File: config.mk
export PLATFORM = sky130hd
export DESIGN_NAME = mem_banked
export DESIGN_NICKNAME = d
export VERILOG_FILES = /design/src/rtl/mem_banked.sv
export SDC_FILE = /design/constraint.sdc
export NUM_CORES = 2
export LEC_CHECK = 0
export CAP_MARGIN = 20
export CELL_PAD_IN_SITES_DETAIL_PLACEMENT = 1
export CELL_PAD_IN_SITES_GLOBAL_PLACEMENT = 2
export CORE_UTILIZATION = 25
export DETAILED_ROUTE_END_ITERATION = 6
export PLACE_DENSITY = 0.44
export SLEW_MARGIN = 10
export SYNTH_ARGS = -nofsm -noshare
export SYNTH_HDL_FRONTEND = slang
export SYNTH_SLANG_ARGS = --single-unit
export TNS_END_PERCENT = 10
File: constraint.sdc
create_clock -name clk -period 8.94 [get_ports clk]
set_clock_uncertainty 0.2 [all_clocks]
set_input_delay 1.341 -clock clk [delete_from_list [all_inputs] [get_ports clk]]
set_output_delay 1.341 -clock clk [all_outputs]
set_load 0.005 [all_outputs]
File: src/rtl/mem_banked.sv
// Banked single-port word RAM: LANES columns by NBANKS rows of banks, registered read with
// valid pulse, per-lane write enables and a zeroing init walk after reset or clr.
module mem_banked #(
  parameter int unsigned DATA_W      = 32,
  parameter int unsigned LANE_W      = 16,
  parameter int unsigned ADDR_W      = 6,
  parameter int unsigned BANK_ADDR_W = 5
) (
  input  logic                       clk,
  input  logic                       rst,
  input  logic                       clr,
  input  logic                       en,
  input  logic                       r_w,
  input  logic [ADDR_W-1:0]          addr,
  input  logic [DATA_W-1:0]          d_in,
  input  logic [DATA_W/LANE_W-1:0]   lane_we,
  output logic [DATA_W-1:0]          d_out,
  output logic                       rd_valid,
  output logic                       ready,
  output logic                       busy
);

  localparam int unsigned LANES  = DATA_W / LANE_W;
  localparam int unsigned NBANKS = 1 << (ADDR_W - BANK_ADDR_W);
  localparam int unsigned ROWS   = 1 << BANK_ADDR_W;
  localparam int unsigned BSEL_W = (ADDR_W > BANK_ADDR_W) ? (ADDR_W - BANK_ADDR_W) : 1;

  localparam logic StInit = 1'b0;
  localparam logic StRun  = 1'b1;

  logic                   state_q, state_d;
  logic [ADDR_W-1:0]      cnt_q, cnt_d;
  logic                   rd_valid_q, rd_valid_d;
  logic [BSEL_W-1:0]      bank_q, bank_d;

  logic                   run;
  logic                   rd_req;
  logic                   wr_req;
  logic                   init_we;
  logic [ADDR_W-1:0]      acc_addr;
  logic [BSEL_W-1:0]      acc_bank;
  logic [BANK_ADDR_W-1:0] acc_row;
  logic [LANE_W-1:0]      lane_rd [NBANKS*LANES];

  assign run      = (state_q == StRun);
  assign rd_req   = run & en & ~r_w & ~clr;
  assign wr_req   = run & en & r_w & ~clr;
  assign init_we  = ~run & ~clr;
  // The init walk borrows the access port, driving the counter as the address.
  assign acc_addr = run ? addr : cnt_q;
  assign acc_row  = acc_addr[BANK_ADDR_W-1:0];

  if (ADDR_W > BANK_ADDR_W) begin : g_multi_bank
    assign acc_bank = acc_addr[ADDR_W-1:BANK_ADDR_W];
  end else begin : g_single_bank
    assign acc_bank = '0;
  end

  always_comb begin
    state_d    = state_q;
    cnt_d      = cnt_q;
    bank_d     = bank_q;
    rd_valid_d = rd_req;
    if (clr) begin
      state_d = StInit;
      cnt_d   = '0;
    end else if (!run) begin
      cnt_d = cnt_q + 1'b1;
      if (cnt_q == '1) begin
        state_d = StRun;
      end
    end
    if (rd_req) begin
      bank_d = acc_bank;
    end
  end

  always_ff @(posedge clk or posedge rst) begin
    if (rst) begin
      state_q    <= StInit;
      cnt_q      <= '0;
      rd_valid_q <= 1'b0;
      bank_q     <= '0;
    end else begin
      state_q    <= state_d;
      cnt_q      <= cnt_d;
      rd_valid_q <= rd_valid_d;
      bank_q     <= bank_d;
    end
  end

  for (genvar b = 0; b < NBANKS; b++) begin : g_bank
    logic hit;
    assign hit = (acc_bank == BSEL_W'(b));

    for (genvar l = 0; l < LANES; l++) begin : g_lane
      logic [LANE_W-1:0] mem [ROWS];
      logic [LANE_W-1:0] rd_q;
      logic              we;
      logic [LANE_W-1:0] wdata;

      assign we    = hit & (init_we | (wr_req & lane_we[l]));
      assign wdata = init_we ? '0 : d_in[l*LANE_W +: LANE_W];

      always_ff @(posedge clk) begin
        if (we) begin
          mem[acc_row] <= wdata;
        end
      end

      // Per-bank output register only loads on a read to this bank, so d_out holds when idle.
      always_ff @(posedge clk or posedge rst) begin
        if (rst) begin
          rd_q <= '0;
        end else if (hit && rd_req) begin
          rd_q <= mem[acc_row];
        end
      end

      assign lane_rd[b*LANES+l] = rd_q;
    end
  end

  always_comb begin
    d_out = '0;
    for (int l = 0; l < LANES; l++) begin
      d_out[l*LANE_W +: LANE_W] = lane_rd[int'(bank_q)*LANES + l];
    end
  end

  assign rd_valid = rd_valid_q;
  assign ready    = run;
  assign busy     = ~run;

endmodule

== After elaboration in Yosys (flattened, before gate mapping) ==
Memory sizes are Yosys's and may differ from the RTL's. A register that Yosys moved wholly into a read port is not among the register bits.
Index checks and enable logic that the tools add are counted.
Operators by class
  $add $sub $neg: 2
  magnitude comparators: 2
  equal/unequal tests: 2
  multiplexer cells: 22
  bitwise operators: 20
  reductions and logical operators: 2
Operator list (number)
  16-bit 2-to-1 mux: 6
  33-bit by 3-bit >= comparator with 1-bit output (second input constant): 2
  16-bit binary-select mux with 2-bit select: 2
  2-bit inverter with 33-bit output: 1
  3-bit inverter with 33-bit output: 1
  6-bit 2-to-1 mux: 3
  1-bit AND: 12
  1-bit 2-to-1 mux: 11
  6-bit by 1-bit adder with 6-bit output (second input constant): 1
  6-bit equality test (second input constant): 1
  1-bit inverter: 4
  2-bit by 1-bit adder with 3-bit output (second input constant): 1
  1-bit logical AND: 2
  2-bit != test (second input constant): 1
  1-bit bitwise OR: 2
Word-level totals
  register bits: 9
  memory bits (writable): 2048
  input port bits: 45
  memories kept: 4
Memories
  g_bank[0].g_lane[0].mem: words 32, width 16, rd ports 1, clocked after memory_dff 1, write ports 1, RTL line 97  | logic [LANE_W-1:0] mem [ROWS];
  g_bank[0].g_lane[1].mem: words 32, width 16, rd ports 1, clocked after memory_dff 1, write ports 1, RTL line 97
  g_bank[1].g_lane[0].mem: words 32, width 16, rd ports 1, clocked after memory_dff 1, write ports 1, RTL line 97
  g_bank[1].g_lane[1].mem: words 32, width 16, rd ports 1, clocked after memory_dff 1, write ports 1, RTL line 97

== Longest topological paths before layout ==
  word-level depth: 8
  mapped depth: 11
  mapped depth without buffers: 6

== Worst setup path after synthesis ==
No wires, ideal clock.
  path kind: input to register
  start: in clr
  end: mem g_bank[0].g_lane[0].mem[0][0] (data pin)
  setup time: 0.514 ns
  arrival: 3.528 ns
  data required time: 8.226 ns
  setup slack: 4.697 ns
  stages on the path: 4
  cells stage by stage: clkbuf_1 nor2_1 clkbuf_1 nor2b_1
Between the ends
  longest elaborated chain between the ends: 3
Ends and longest elaborated chain
  start: declaration: RTL line 11  | input logic clr,
  1-bit inverter: RTL line 48  | assign init_we = ~run & ~clr;
  1-bit AND: RTL line 48
  16-bit 2-to-1 mux: RTL line 103  | assign wdata = init_we ? '0 : d_in[l*LANE_W +: LANE_W];
  via g_bank[0].g_lane[0].wdata[0]: RTL line 100  | logic [LANE_W-1:0] wdata;
  end: declaration: RTL line 97
The timed path passes the listed nets, and every way through them passes these cells.

== Final worst setup path ==
  start: in addr[2]
  end: reg g_bank[1].g_lane[1].rd_q[0], read port of g_bank[1].g_lane[1].mem
Between the ends
  longest elaborated chain between the ends: 1
Ends and longest elaborated chain
  start: declaration: RTL line 14  | input logic [ADDR_W-1:0] addr,
  6-bit 2-to-1 mux: RTL line 50  | assign acc_addr = run ? addr : cnt_q;
  end: declaration: RTL line 98  | logic [LANE_W-1:0] rd_q;
No other way between the ends.
A chain may end at the register's enable or synchronous reset.

==> flow_summary.yaml <==
yosys:
  synth_fa_ha_area_share_pct: 0.0155
  synth_ff_type: "edfxtp_1"
  synth_top_cell_area_share_pct: 76.2
  synthesis.nets: 4499
  synth_edf_count: 2048
  yosysTopAreaCell: "edfxtp_1"
  synth_compound_area_share_pct: 6.79
  synth_common_cells: "edfxtp_1 (2048), mux2i_1 (388), a21oi_1 (256), a22oi_1 (256), nand2_1 (210)"
  synthArstFlopShare_pct: 3.44
  yosysUniqueCellTypes: 55
  synth_most_common_cell: "edfxtp_1"
  synth.area.top_cells: "edfxtp_1 (76%), mux2i_1 (4.8%), mux4_2 (4.0%), a22oi_1 (2.4%), dfrtp_1 (2.3%)"
  synth_top_family_by_area: "multiplexers"
  syn_avg_cell_area_um2: 18.1
  ys_seq_area_share_pct: 78.4
  syn_inst: 4453
  synthMuxAreaShare_pct: 9.31
  synth_simple_gate_area_share_pct: 3.66
  ys_ff_latch: 2121
  synth-xor-area-share_pct: 0.0542
  syn_area_um2: 80700
  yosysWarnings: 0
worst_setup_path:
  cp-end-kind: "flop"
  cp_slowest_cell: "nor4_1"
  startpoint: "addr[2]"
  cp_cell_sequence: "clkdlybuf4s50_1 > nor4bb_1 > or2_2 > nand2_2 > buf_4 > o22ai_1 > nor4_1 > a31oi_1"
  endpoint: "g_bank[1].g_lane[1].rd_q[0]"
  worst_ep_arrival_time_ps: 5330
  path_max_fanout: 16
  max_stage_delay_ps: 870
  worst-r2r-setup-slack_ps: 4250
  required_ps: 9480
  worstSetupStartpointType: "input pin"
  crit_type: "input pin to flop"
  r2r_end: "g_bank[1].g_lane[1].mem[3][14]"
  r2r_cells: 7
  worstReg2RegStart: "ready"
power_and_ir_drop:
  power.density_nw_per_um2: 228
  finalPower_mw: 21.9
  peakVddDrop_uv: 147
  leakagePower_nw: 30.3
status:
  status: "complete, no violations"
cts:
  cts_buffer_depth: 4
  cts_tree: "done"
  cts_hold_buf: 0
  cts.sinks: 2121
  post_cts_buffers: 0
  numCtsBuffers: 239
  htree_levels: 4
  root_buffer: "clkbuf_16"
  post_cts_resized: 0
  clk_latency_ps: 880
  clkTransAtPathRegs_ps: 60
sta:
  fmax_ghz: 0.209
  fin_crit_sh_pct: 53.6
  tightest_slew_ps: 1280
  tns_ps: 0
  hold_viol: 0
  grt_setup_unrepaired: "false"
  setup_violations: 0
  slew_headroom_pct: 14.7
  finalMaxSlewViolations: 0
  fin_ws_ps: 4150
  min_period_ps: 4790
global_routing:
  gr-usage-all-layers_pct: 18.5
  antenna_found_initial: 25
  grt_max_degree: 103
  overflow: 0
  grt_pass1_wl_um: 412000
  grt_pass1_vias: 45600
floorplanning:
  die_w_um: 570
  die-area_um2: 325000
  initial_utilization_pct: 25.1
  pin_count: 80
  die_h_um: 570
  row_count: 208
  core_region_area_um2: 321000
routing:
  drt_pass1_iterations: 6
  ant_nets: 0
  viasPerCell: 4.80
  routed-via-count: 44400
  post_drt_wl_per_cell_um: 32.9
  drtIter0Drc: 3811
  drcViolationCount: 0
  routed_wirelength_um: 305000
place:
  port_buffers: 79
  place_area_um2: 88700
  dpl.hpwl_um: 184000
  dp_slack_ps: 3160
  gp_congestion: 0.757
flow_run:
  maxCapViolations: 0
cells_and_area:
  design_area_um2: 96300
  nets: 4795
  syn_to_final_growth_pct: 19.3
  drive_gt1_share_pct: 20.1
worst_hold_path:
  min_path_type: "flop to flop"
## report_power, final
group	internal [mW]	total (mW)	switching (mW)
Combinational	0.368	1.28	0.914
Sequential	10.9	11.0	0.0375
Clock	5.59	9.67	4.09
## per-stage QoR
| step | instances | hold WS [ps] | utilization, % |
|---|---|---|---|
| 2_1_floorplan | 4453 | 289 | - |
| 3_3_place_gp | 8800 | 330 | 27.6 |
| 3_5_place_dp | 8808 | 339 | 27.6 |
| 4_1_cts | 9239 | 352 | 30.0 |
| 5_1_grt | 9246 | 388 | 30.0 |
| 6_report | 9256 | 353 | 30.0 |
## state kept, by name, summed over array words and instances (netlist names)
register            cells
cnt_q                   6
rd_valid                1
g_bank.g_lane.rd_q     64
g_bank.g_lane.mem    2048
ready                   1
bank_q                  1
## cell type report
class / instances / area (um2)
diodes: 12 / 30.0
clock buffers: 295 / 6290
clock inverters: 136 / 1220
fillers: 32800 / 225000
inverters: 3 / 13.8
multi-input cells: 2045 / 17100
flip-flops and latches: 2121 / 63300
well taps: 4305 / 5390
repair buffers: 339 / 2890
## routing by layer
| metal | vias up | track usage, % | share of wire, % |
|---|---|---|---|
| li1 | 18700 | - | - |
| met1 | 24400 | 25.9 | 46 |
| met2 | 1022 | 30.7 | 48 |
| met3 | 302 | 2.14 | 4.2 |
| met4 | 2 | 3.73 | 1.9 |
| met5 | - | 0 | 0.0043 |
## worst max-delay path, delay by kind of cell
family	cells	cell delay [ps]
AOI/OAI and AO/OA	2	290
buffers and inverters	2	1210
and+or+nand+nor	4	2390
## placed cells by master, fill, tap and decap left out, drive strengths merged, types with 46 or more instances in the layout
cell and instances:
dfrtp 73, o21ai 46, a21oi 256, nor4 79, nor2 129, nand2 211, mux2i 388, mux4 144
buf 259, a31oi 63, a22oi 256, edfxtp 2048, o22ai 175, clkbuf 296, clkdlybuf4s50 79, nor3 112
clkinv 101
## logic make-up (layout without fill, tap and decap cells)
group,count (synthesis),after routing
flip-flops,2121,2121
AO/OA/AOI/OAI,856,856
AND/OR/NAND/NOR,617,617
multiplexers,566,566
buffers and inverters,287,773
XOR/XNOR,5,5
adder cells (fa/ha/maj),1,1
other,0,12
## worst min-delay path by stage
| stage | endpoint | from | slack [ps] | cells past startpoint |
|---|---|---|---|---|
| after floorplan | g_bank[1].g_lane[1].rd_q[7] | g_bank[1].g_lane[1].rd_q[7] | 290 | 2 |
| after global placement | g_bank[1].g_lane[0].rd_q[14] | g_bank[1].g_lane[0].rd_q[14] | 330 | 2 |
| after detailed placement | g_bank[1].g_lane[1].rd_q[14] | g_bank[1].g_lane[1].rd_q[14] | 340 | 2 |
| after CTS | g_bank[1].g_lane[0].rd_q[14] | g_bank[1].g_lane[0].rd_q[14] | 350 | 2 |
| after global routing | g_bank[1].g_lane[0].rd_q[14] | g_bank[1].g_lane[0].rd_q[14] | 390 | 2 |
| final | g_bank[1].g_lane[1].rd_q[14] | g_bank[1].g_lane[1].rd_q[14] | 350 | 2 |
No activity file was read; power rests on OpenSTA's default activity.
